[config.mk]
export PLATFORM = sky130hd
export DESIGN_NAME = sync_fifo_flex_flat
export DESIGN_NICKNAME = d
export VERILOG_FILES = /design/src/rtl/sync_fifo_pkg.sv /design/src/rtl/sync_fifo_flex_if.sv /design/src/rtl/sync_fifo_flex_mem.sv /design/src/rtl/sync_fifo_flex.sv /design/src/flat_wrapper.sv
export SDC_FILE = /design/constraint.sdc
export NUM_CORES = 1
export LEC_CHECK = 0
export ABC_AREA = 0
export CAP_MARGIN = 5
export CORE_UTILIZATION = 30
export DETAILED_ROUTE_END_ITERATION = 16
export PLACE_DENSITY = 0.46
export SETUP_SLACK_MARGIN = 0.02
export SLEW_MARGIN = 20
export SYNTH_ARGS = -nofsm -noshare
export SYNTH_HDL_FRONTEND = slang
export SYNTH_SLANG_ARGS = --single-unit
[constraint.sdc]
create_clock -name clock -period 42.8 [get_ports clock]
set_input_delay 6.42 -clock clock [delete_from_list [all_inputs] [get_ports clock]]
set_output_delay 6.42 -clock clock [all_outputs]
set_load 0.02 [all_outputs]
[src/rtl/sync_fifo_pkg.sv]
// -----------------------------------------------------------------------------
// sync_fifo_pkg
// Shared definitions for the sync_fifo_flex block.
//   FIFO_FWFT / FIFO_REGRD : values for the FWFT read-mode parameter
//   cnt_width(depth)        : bits needed to hold an occupancy of 0..depth
//   ptr_width(depth)        : bits needed to hold an index of 0..depth-1
// -----------------------------------------------------------------------------
package sync_fifo_pkg;

   localparam int FIFO_FWFT  = 1;   // show-ahead: head word always on rd_data
   localparam int FIFO_REGRD = 0;   // registered read: data one cycle after rd_en

   function automatic int cnt_width(input int depth);
      return $clog2(depth + 1);
   endfunction

   function automatic int ptr_width(input int depth);
      return (depth > 1) ? $clog2(depth) : 1;
   endfunction

endpackage

[src/rtl/sync_fifo_flex_if.sv]
// -----------------------------------------------------------------------------
// sync_fifo_flex_if
// Bundles the producer/consumer handshake, status and control signals of
// sync_fifo_flex. The FIFO connects through the slave modport, the
// surrounding stages (or a bench) through the master modport.
//
// Handshake: a write transfers on a rising clock edge when wr_en and
// wr_ready are both high; a read pops on an edge when rd_en is high and the
// FIFO is not empty. wr_ready never depends on wr_en, and flush blocks both.
//
//   flush, wr_en, wr_data, rd_en, af_thresh, ae_thresh, err_clr : to FIFO
//   wr_ready, rd_data, rd_valid, count, almost_full, almost_empty,
//   full, empty, overflow, underflow                            : from FIFO
// -----------------------------------------------------------------------------
interface sync_fifo_flex_if
   import sync_fifo_pkg::*;
#(
   parameter int WIDTH = 32,
   parameter int DEPTH = 16,
   parameter int CNT_W = cnt_width(DEPTH)
);

   logic             flush;
   logic             wr_en;
   logic [WIDTH-1:0] wr_data;
   logic             wr_ready;
   logic             rd_en;
   logic [WIDTH-1:0] rd_data;
   logic             rd_valid;
   logic [CNT_W-1:0] count;
   logic [CNT_W-1:0] af_thresh;
   logic [CNT_W-1:0] ae_thresh;
   logic             almost_full;
   logic             almost_empty;
   logic             full;
   logic             empty;
   logic             overflow;
   logic             underflow;
   logic             err_clr;

   modport slave (
      input  flush, wr_en, wr_data, rd_en, af_thresh, ae_thresh, err_clr,
      output wr_ready, rd_data, rd_valid, count, almost_full, almost_empty,
             full, empty, overflow, underflow
   );

   modport master (
      output flush, wr_en, wr_data, rd_en, af_thresh, ae_thresh, err_clr,
      input  wr_ready, rd_data, rd_valid, count, almost_full, almost_empty,
             full, empty, overflow, underflow
   );

endinterface

[src/rtl/sync_fifo_flex_mem.sv]
// -----------------------------------------------------------------------------
// sync_fifo_mem
// DEPTH x WIDTH storage array for sync_fifo_flex.
//   clock, rst : rising-edge clock, asynchronous active-high reset (zeroes array)
//   wr_en, wr_addr, wr_data : synchronous write port
//   rd_addr, rd_data        : asynchronous (combinational) read port
// -----------------------------------------------------------------------------
module sync_fifo_mem
   import sync_fifo_pkg::*;
#(
   parameter int WIDTH = 32,
   parameter int DEPTH = 16,
   parameter int PTR_W = ptr_width(DEPTH)
) (
   input  logic             clock,
   input  logic             rst,
   input  logic             wr_en,
   input  logic [PTR_W-1:0] wr_addr,
   input  logic [WIDTH-1:0] wr_data,
   input  logic [PTR_W-1:0] rd_addr,
   output logic [WIDTH-1:0] rd_data
);

   logic [WIDTH-1:0] mem_q [DEPTH];
   logic [WIDTH-1:0] mem_d [DEPTH];

   // Address compare per word keeps non-power-of-two depths from ever
   // decoding an index past the end of the array.
   always_comb begin
      mem_d = mem_q;
      for (int i = 0; i < DEPTH; i++) begin
         if (wr_en && (wr_addr == PTR_W'(i))) begin
            mem_d[i] = wr_data;
         end
      end
   end

   always_ff @(posedge clock or posedge rst) begin
      if (rst) begin
         for (int i = 0; i < DEPTH; i++) begin
            mem_q[i] <= '0;
         end
      end else begin
         mem_q <= mem_d;
      end
   end

   assign rd_data = mem_q[rd_addr];

endmodule

[src/rtl/sync_fifo_flex.sv]
// -----------------------------------------------------------------------------
// sync_fifo_flex
// Single-clock FIFO with arbitrary depth, selectable read mode, live
// occupancy, programmable almost-full/almost-empty thresholds, synchronous
// flush and sticky overflow/underflow flags.
//   clock : rising-edge clock
//   rst   : asynchronous active-high reset
//   bus   : sync_fifo_flex_if.slave (data handshake, status, control)
// Parameters: WIDTH (word bits), DEPTH (entries, >=2), FWFT (1 show-ahead,
// 0 registered read), CNT_W (derived count width, leave at default).
// -----------------------------------------------------------------------------
module sync_fifo_flex
   import sync_fifo_pkg::*;
#(
   parameter int WIDTH = 32,
   parameter int DEPTH = 16,
   parameter int FWFT  = FIFO_FWFT,
   parameter int CNT_W = cnt_width(DEPTH)
) (
   input  logic             clock,
   input  logic             rst,
   sync_fifo_flex_if.slave  bus
);

   localparam int               PTR_W    = ptr_width(DEPTH);
   localparam logic [CNT_W-1:0] CNT_FULL = CNT_W'(DEPTH);
   localparam logic [PTR_W-1:0] PTR_LAST = PTR_W'(DEPTH - 1);

   logic [PTR_W-1:0] head_q, head_d;
   logic [PTR_W-1:0] tail_q, tail_d;
   logic [CNT_W-1:0] count_q, count_d;
   logic             overflow_q, overflow_d;
   logic             underflow_q, underflow_d;
   logic             rd_valid_q, rd_valid_d;
   logic [WIDTH-1:0] rd_data_q, rd_data_d;
   logic [WIDTH-1:0] mem_rd_data;

   logic full;
   logic empty;
   logic rd_acc;
   logic wr_acc;
   logic wr_ready;

   // Index advance with wrap at DEPTH-1, so any depth works without
   // wrap-parity bits; occupancy comes from the count register alone.
   function automatic logic [PTR_W-1:0] ptr_inc(input logic [PTR_W-1:0] p);
      return (p == PTR_LAST) ? '0 : p + PTR_W'(1);
   endfunction

   assign full  = (count_q == CNT_FULL);
   assign empty = (count_q == '0);

   // A read frees the slot a same-cycle write needs, so full does not block
   // a write paired with a read. There is no empty bypass: a read of an
   // empty FIFO is never accepted, even alongside a write.
   assign rd_acc   = bus.rd_en & ~empty & ~bus.flush;
   assign wr_ready = (~full | rd_acc) & ~bus.flush;
   assign wr_acc   = bus.wr_en & wr_ready;

   always_comb begin
      head_d      = head_q;
      tail_d      = tail_q;
      count_d     = count_q;
      rd_data_d   = rd_data_q;
      rd_valid_d  = 1'b0;
      overflow_d  = overflow_q;
      underflow_d = underflow_q;

      if (bus.flush) begin
         head_d  = '0;
         tail_d  = '0;
         count_d = '0;
      end else begin
         if (rd_acc) begin
            head_d     = ptr_inc(head_q);
            rd_data_d  = mem_rd_data;
            rd_valid_d = 1'b1;
         end
         if (wr_acc) begin
            tail_d = ptr_inc(tail_q);
         end
         if (wr_acc && !rd_acc) begin
            count_d = count_q + CNT_W'(1);
         end else if (rd_acc && !wr_acc) begin
            count_d = count_q - CNT_W'(1);
         end
      end

      // Clear first so a same-cycle error still sets the flag.
      if (bus.err_clr) begin
         overflow_d  = 1'b0;
         underflow_d = 1'b0;
      end
      if (bus.wr_en && !wr_ready && !bus.flush) begin
         overflow_d = 1'b1;
      end
      if (bus.rd_en && empty && !bus.flush) begin
         underflow_d = 1'b1;
      end
   end

   always_ff @(posedge clock or posedge rst) begin
      if (rst) begin
         head_q      <= '0;
         tail_q      <= '0;
         count_q     <= '0;
         rd_data_q   <= '0;
         rd_valid_q  <= 1'b0;
         overflow_q  <= 1'b0;
         underflow_q <= 1'b0;
      end else begin
         head_q      <= head_d;
         tail_q      <= tail_d;
         count_q     <= count_d;
         rd_data_q   <= rd_data_d;
         rd_valid_q  <= rd_valid_d;
         overflow_q  <= overflow_d;
         underflow_q <= underflow_d;
      end
   end

   sync_fifo_mem #(
      .WIDTH (WIDTH),
      .DEPTH (DEPTH),
      .PTR_W (PTR_W)
   ) u_mem (
      .clock   (clock),
      .rst     (rst),
      .wr_en   (wr_acc),
      .wr_addr (tail_q),
      .wr_data (bus.wr_data),
      .rd_addr (head_q),
      .rd_data (mem_rd_data)
   );

   // Show-ahead exposes the head word directly; registered read presents
   // the word popped on the previous edge with a one-cycle valid pulse.
   assign bus.rd_data      = (FWFT != FIFO_REGRD) ? mem_rd_data : rd_data_q;
   assign bus.rd_valid     = (FWFT != FIFO_REGRD) ? ~empty      : rd_valid_q;
   assign bus.wr_ready     = wr_ready;
   assign bus.count        = count_q;
   assign bus.full         = full;
   assign bus.empty        = empty;
   assign bus.almost_full  = (count_q >= bus.af_thresh);
   assign bus.almost_empty = (count_q <= bus.ae_thresh);
   assign bus.overflow     = overflow_q;
   assign bus.underflow    = underflow_q;

endmodule

[src/flat_wrapper.sv]
// flat-port wrapper written by rule: the top's interface ports become plain ports
module sync_fifo_flex_flat import sync_fifo_pkg::*;
#(
   parameter int WIDTH = 32,
   parameter int DEPTH = 16,
   parameter int FWFT  = FIFO_FWFT,
   parameter int CNT_W = cnt_width(DEPTH)
)
  (clock, rst, bus_flush, bus_wr_en, bus_wr_data, bus_rd_en, bus_af_thresh, bus_ae_thresh, bus_err_clr, bus_wr_ready, bus_rd_data, bus_rd_valid, bus_count, bus_almost_full, bus_almost_empty, bus_full, bus_empty, bus_overflow, bus_underflow);
  sync_fifo_flex_if #(.WIDTH(WIDTH), .DEPTH(DEPTH), .CNT_W(CNT_W)) bus_i ();
  input  logic clock;
  input  logic rst;
  input wire logic [$bits(bus_i.flush)-1:0] bus_flush;
  input wire logic [$bits(bus_i.wr_en)-1:0] bus_wr_en;
  input wire logic [$bits(bus_i.wr_data)-1:0] bus_wr_data;
  input wire logic [$bits(bus_i.rd_en)-1:0] bus_rd_en;
  input wire logic [$bits(bus_i.af_thresh)-1:0] bus_af_thresh;
  input wire logic [$bits(bus_i.ae_thresh)-1:0] bus_ae_thresh;
  input wire logic [$bits(bus_i.err_clr)-1:0] bus_err_clr;
  output wire logic [$bits(bus_i.wr_ready)-1:0] bus_wr_ready;
  output wire logic [$bits(bus_i.rd_data)-1:0] bus_rd_data;
  output wire logic [$bits(bus_i.rd_valid)-1:0] bus_rd_valid;
  output wire logic [$bits(bus_i.count)-1:0] bus_count;
  output wire logic [$bits(bus_i.almost_full)-1:0] bus_almost_full;
  output wire logic [$bits(bus_i.almost_empty)-1:0] bus_almost_empty;
  output wire logic [$bits(bus_i.full)-1:0] bus_full;
  output wire logic [$bits(bus_i.empty)-1:0] bus_empty;
  output wire logic [$bits(bus_i.overflow)-1:0] bus_overflow;
  output wire logic [$bits(bus_i.underflow)-1:0] bus_underflow;
  assign bus_i.flush = bus_flush;
  assign bus_i.wr_en = bus_wr_en;
  assign bus_i.wr_data = bus_wr_data;
  assign bus_i.rd_en = bus_rd_en;
  assign bus_i.af_thresh = bus_af_thresh;
  assign bus_i.ae_thresh = bus_ae_thresh;
  assign bus_i.err_clr = bus_err_clr;
  assign bus_wr_ready = bus_i.wr_ready;
  assign bus_rd_data = bus_i.rd_data;
  assign bus_rd_valid = bus_i.rd_valid;
  assign bus_count = bus_i.count;
  assign bus_almost_full = bus_i.almost_full;
  assign bus_almost_empty = bus_i.almost_empty;
  assign bus_full = bus_i.full;
  assign bus_empty = bus_i.empty;
  assign bus_overflow = bus_i.overflow;
  assign bus_underflow = bus_i.underflow;
  sync_fifo_flex #(.WIDTH(WIDTH), .DEPTH(DEPTH), .FWFT(FWFT), .CNT_W(CNT_W)) u_core (.clock(clock), .rst(rst), .bus(bus_i));
endmodule
Yosys cells after proc, flatten, opt, wreduce, memory -nomap -nowiden:

Cells that the tools add are included.

* bitwise operators: 9
* equal/unequal tests: 17
* multiplexer cells: 15
* reductions and logical operators: 33
* magnitude comparators: 3
* $add $sub $neg: 4

Operators with widths (count)
* $bmux 32 s4: 1
* $mux 32: 2
* $eq 4x4->1 const B: 9
* $mux 4: 6
* $logic_and 1x1->1: 22
* $eq 4x3->1 const B: 4
* $mux 5: 3
* $add 4x1->4 const B: 2
* $eq 4x2->1 const B: 2
* $reduce_bool 2->1: 4
* $add 5x1->5 const B: 1
* $eq 5x5->1 const B: 1
* $ge 5x5->1: 1
* $ge 5x5->1 const B: 1
* $le 5x5->1: 1
* $logic_not 5->1: 1
* $not 4->5: 1
* $sub 5x1->5 const B: 1
* $and 1x1->1: 4
* $eq 4x1->1 const B: 1
* $logic_not 1->1: 4
* $logic_not 4->1: 1
* $mux 1: 3
* $not 1->1: 3
* other kinds (2): 2

* logic and storage cells: 102
* bits in registers: 527
* bits of input ports: 48

Depth between registers and ports, before layout:

* depth after elaboration: 12
* depth in mapped cells: 11

Hierarchy:

A second synthesis with hierarchy kept.

* cell total of the unflattened synthesis: 1539
* area, all modules: 24068.1 sq um

Modules (own cells, without submodules)
* sync_fifo_mem: instances 1, seq. area each 12812.3 sq um, area an instance 22838.2 sq um, cells each 1406
* sync_fifo_flex: instances 1, seq. area each 375.4 sq um, area an instance 1229.9 sq um, cells each 133

Worst setup path before layout:

OpenSTA, ideal clock, no wires.

* path type: input to output
* from: input port bus_ae_thresh[1]
* to: output port bus_almost_empty
* arrival time: 7655 ps
* path slack: 28725 ps
* required time: 36380 ps
* path buffers: 0
* stages on the path: 7
* cells stage by stage: inv_1 ha_1 nor2b_1 o21a_1 o21a_1 o21a_1 o22ai_1

* word-level cells in the longest chain between the ends: 1

RTL lines
* start: declaration: RTL line flat_wrapper.sv:18 `input wire logic [$bits(bus_i.ae_thresh)-1:0] bus_ae_thresh;`
* $le 5x5->1: RTL line sync_fifo_flex.sv:145 `assign bus.almost_empty = (count_q <= bus.ae_thresh);`
* end: declaration: RTL line flat_wrapper.sv:25 `output wire logic [$bits(bus_i.almost_empty)-1:0] bus_almost_empty;`

Every way passes these cells.

Final worst setup path:

Same ends and word-level chain as after synthesis.

==> results by group <==
Drt
  • Routed wire length per instance: 23.6 um
  • Routed vias/inst: 4.91
  • Detailed-router iteration count before antenna repair: 4
  • Post-route DRC violation count: 0
  • Post-route ant nets: 0
  • Initial DRC count: 788
  • Total via count in the routed design: 14400
  • Final wirelength: 69.4 mm

Setup path
  • Maximum fanout along the worst path: 2
  • Worst setup EP type: primary output
  • R2R cell count: 9
  • Category of the worst setup path launch point: input port
  • Kind of critical path: in -> out
  • Req. time, crit path: 36.38 ns
  • Arrival time of data at the critical path endpoint: 8.61 ns

Die
  • Total core area: 0.0868 mm2
  • Number of I/O pins: 93
  • Die width: 298 um
  • Chip Height: 298 um
  • Starting density of the core: 30.3%
  • DIE AREA: 0.0887 mm2
  • Site Rows: 108

Global route
  • Met3 track utilization from global routing: 2.60%
  • Tot GR Track Use: 15.7%
  • GRT met2 Usage: 25.4%
  • Number of global-route vias before repair: 15900
  • Global routing met1 resource utilization: 21.9%
  • Initial antenna violation count: 2
  • Wire length of the first global-routing pass: 106 mm
  • Most congested layer reported by global routing: met2
  • GRT overflow: 0
  • Pin count of the biggest net entering global routing: 175

Cells and area
  • Proportion of layout cells with a drive suffix above 1: 42.4%
  • Synth-to-Final Area Change: 13.2%
  • Final net count: 1806
  • Final design instance area without fill: 0.0297 mm2

Logic synthesis
  • Number of warning messages in the yosys log: 0
  • EDFF count, synth: 0
  • Top cell type by total area after synthesis: sky130_fd_sc_hd__dfrtp_1
  • Largest cells by area after synthesis: sky130_fd_sc_hd__dfrtp_1 50%, sky130_fd_sc_hd__mux2_4 21%, sky130_fd_sc_hd__mux2_2 8.1%
  • Count of distinct cell types in the synthesized netlist: 49
  • Share of synthesized area occupied by flip-flops and latches: 50.2%
  • Mapped Nets: 1782
  • Count of mapped cells out of synthesis: 1714
  • Area share of the largest cell type after synthesis: 50.2%
  • Mean instance size in the synthesized netlist: 15.3 um2
  • Area of the mapped netlist: 0.0262 mm2
  • Main flop type after synthesis: sky130_fd_sc_hd__dfrtp_1
  • Async set or reset register ratio after synthesis: 100%
  • FF+latch count, synth: 527

Power and ir drop
  • Total power density per cell area: 47.3 mW/mm2
  • Worst vdd ir: 0.0323 mV
  • Leakage power summed over all cells: 13.2 nW

Clock tree
  • Postcts setup bufs: 0
  • Clock tree root buffer cell: sky130_fd_sc_hd__clkbuf_16
  • Depth of the CTS H-tree: 2
  • Hold-fix buffers at CTS: 0
  • Insertion delay to the later sink of the worst-skew pair: 0.63 ns
  • Clock sinks: 527
  • Max clock buf depth: 3
  • Number of gates resized after cts: 0
  • CTS clock-pin slew for the worst setup and hold paths: 0.06 ns
  • Clock buffers created by TritonCTS: 59
  • TritonCTS clock tree: done

Timing
  • Clock period minus final worst setup slack: 15.03 ns
  • Maximum clock rate: 0.0666 GHz
  • Unrepaired setup endpoints after global routing: no
  • Final Hold Fails: 0
  • Worst Skew: 0.0182 ns
  • Slew margin rel.: 28.3%
  • Accumulated negative setup slack: 0 ns
  • Total of endpoints with negative setup slack in the final report: 0
  • Least-Margin Pin Slew: 1.08 ns
  • Slew Limit Fails: 0
  • Period utilization: 35.1%

Placed design
  • Total placed instance area: 0.0278 mm2
  • Count of input and output buffers: 92
  • Detail Placement HPWL: 36.7 mm
  • Routability cong.: 0.720

Hold path
  • Cell count of the worst hold path: 1
  • Hold crit path type: reg -> reg

Job
  • Max-cap violation count: 0

Outcome
  • Result of the run: finished, final reports clean
==> final timing paths <==
path / from / endpoint / slack, ns
worst min-delay path: u_core.u_mem.mem_q[431] / u_core.u_mem.mem_q[431] / 0.50
worst max register to register: u_core.bus.count[1] / u_core.bus.count[4] / 39.38
worst min register to register: u_core.u_mem.mem_q[431] / u_core.u_mem.mem_q[431] / 0.50
worst max-delay path: bus_ae_thresh[1] / bus_almost_empty / 27.77
min in group asynchronous: rst / u_core.bus.count[1] / 6.35
max in group asynchronous: rst / u_core.u_mem.mem_q[390] / 34.23
==> stage by stage <==
step	hold slack, ns	setup WS (ns)	power (mW)	cells	utilization (%)
2_1_floorplan	0.474	21.65	0.803	1714	-
3_3_place_gp	0.482	27.82	0.906	2832	32.0
3_5_place_dp	0.488	27.78	0.914	2832	32.0
4_1_cts	0.502	27.78	1.43	2940	34.2
5_1_grt	0.514	27.71	1.47	2940	34.2
6_report	0.499	27.77	1.41	2941	34.2
==> layout by cell type (no fill, tap or decap), types with 7 or more instances in the layout <==
master and n:
sky130_fd_sc_hd__ha_1 19, sky130_fd_sc_hd__inv_1 16, sky130_fd_sc_hd__clkdlybuf4s50_1 92, sky130_fd_sc_hd__and2_4 8, sky130_fd_sc_hd__dfrtp_1 523, sky130_fd_sc_hd__nor2_1 9
sky130_fd_sc_hd__mux2_4 360, sky130_fd_sc_hd__clkbuf_8 12, sky130_fd_sc_hd__mux4_2 64, sky130_fd_sc_hd__mux2_2 188, sky130_fd_sc_hd__nand2_1 43, sky130_fd_sc_hd__a221oi_1 32
sky130_fd_sc_hd__a22oi_1 32, sky130_fd_sc_hd__buf_4 22, sky130_fd_sc_hd__mux2i_1 96, sky130_fd_sc_hd__clkinv_2 14, sky130_fd_sc_hd__clkbuf_16 60, sky130_fd_sc_hd__clkbuf_1 17
sky130_fd_sc_hd__o21ai_0 67, sky130_fd_sc_hd__a21oi_1 42, sky130_fd_sc_hd__nand3_1 7
==> state kept, by name, summed over array words and instances, names as in the netlist <==
signal                cells
u_core.bus.overflow       1
u_core.bus.count          5
u_core.tail_q             4
u_core.u_mem.mem_q      512
u_core.bus.underflow      1
u_core.head_q             4
==> synth_stat cells, types with 5 or more instances <==
cell type,count
sky130_fd_sc_hd__a21oi_1,42
sky130_fd_sc_hd__a221oi_1,32
sky130_fd_sc_hd__a22oi_1,32
sky130_fd_sc_hd__and2_1,6
sky130_fd_sc_hd__buf_12,12
sky130_fd_sc_hd__buf_2,36
sky130_fd_sc_hd__buf_6,32
sky130_fd_sc_hd__clkbuf_1,67
sky130_fd_sc_hd__dfrtp_1,527
sky130_fd_sc_hd__ha_1,19
sky130_fd_sc_hd__inv_1,17
sky130_fd_sc_hd__mux2_2,188
sky130_fd_sc_hd__mux2_4,360
sky130_fd_sc_hd__mux2i_1,96
sky130_fd_sc_hd__mux4_2,64
sky130_fd_sc_hd__nand2_1,47
sky130_fd_sc_hd__nand3_1,7
sky130_fd_sc_hd__nor2_1,9
sky130_fd_sc_hd__nor2b_1,5
sky130_fd_sc_hd__o21ai_0,67
==> logic make-up (layout without fill, tap and decap cells) <==
logic type | Yosys count | count (layout) | share of synthesized area, %
buf+inv | 169 | 240 | 4.26
flops | 527 | 527 | 50.2
fa+ha+maj | 20 | 20 | 0.982
mux | 708 | 708 | 37.8
xor+xnor | 5 | 5 | 0.167
other cells | 0 | 1 | 0
simple gates | 96 | 96 | 1.88
compound gates | 189 | 189 | 4.65
==> critical path: stages <==
cell	delay, ns
sky130_fd_sc_hd__clkdlybuf4s50_1	0.46
sky130_fd_sc_hd__inv_1	0.04
sky130_fd_sc_hd__ha_1	0.28
sky130_fd_sc_hd__nor2b_1	0.13
sky130_fd_sc_hd__o21a_1	0.17
sky130_fd_sc_hd__o21a_1	0.17
sky130_fd_sc_hd__o21a_1	0.16
sky130_fd_sc_hd__o22ai_1	0.14
sky130_fd_sc_hd__clkdlybuf4s50_1	0.63
==> where the power goes <==
group,switching (mW),internal (mW)
clock network,0.210,0.295
registers,0.0366,0.556
logic,0.147,0.160
total,0.394,1.01
==> layer usage <==
layer	share of wire, %	wire (um)	vias to the layer above
li1	-	-	6321
met1	47	32800	7789
met2	47	32700	227
met3	3.5	2450	107
met4	2.0	1390	4
met5	0.040	28	-
==> layout make-up <==
| type | instances | area, um2 |
|---|---|---|
| timing repair buffer | 115 | 1110 |
| multi-input combinational | 1018 | 12000 |
| sequential | 527 | 13200 |
| clock inverter | 19 | 185 |
| tap | 1155 | 1450 |
| inverter | 17 | 71.3 |
| clock buffer | 89 | 1730 |
| antenna | 1 | 2.50 |
| fill | 8326 | 57000 |
No activity file was read; power rests on OpenSTA's default activity.
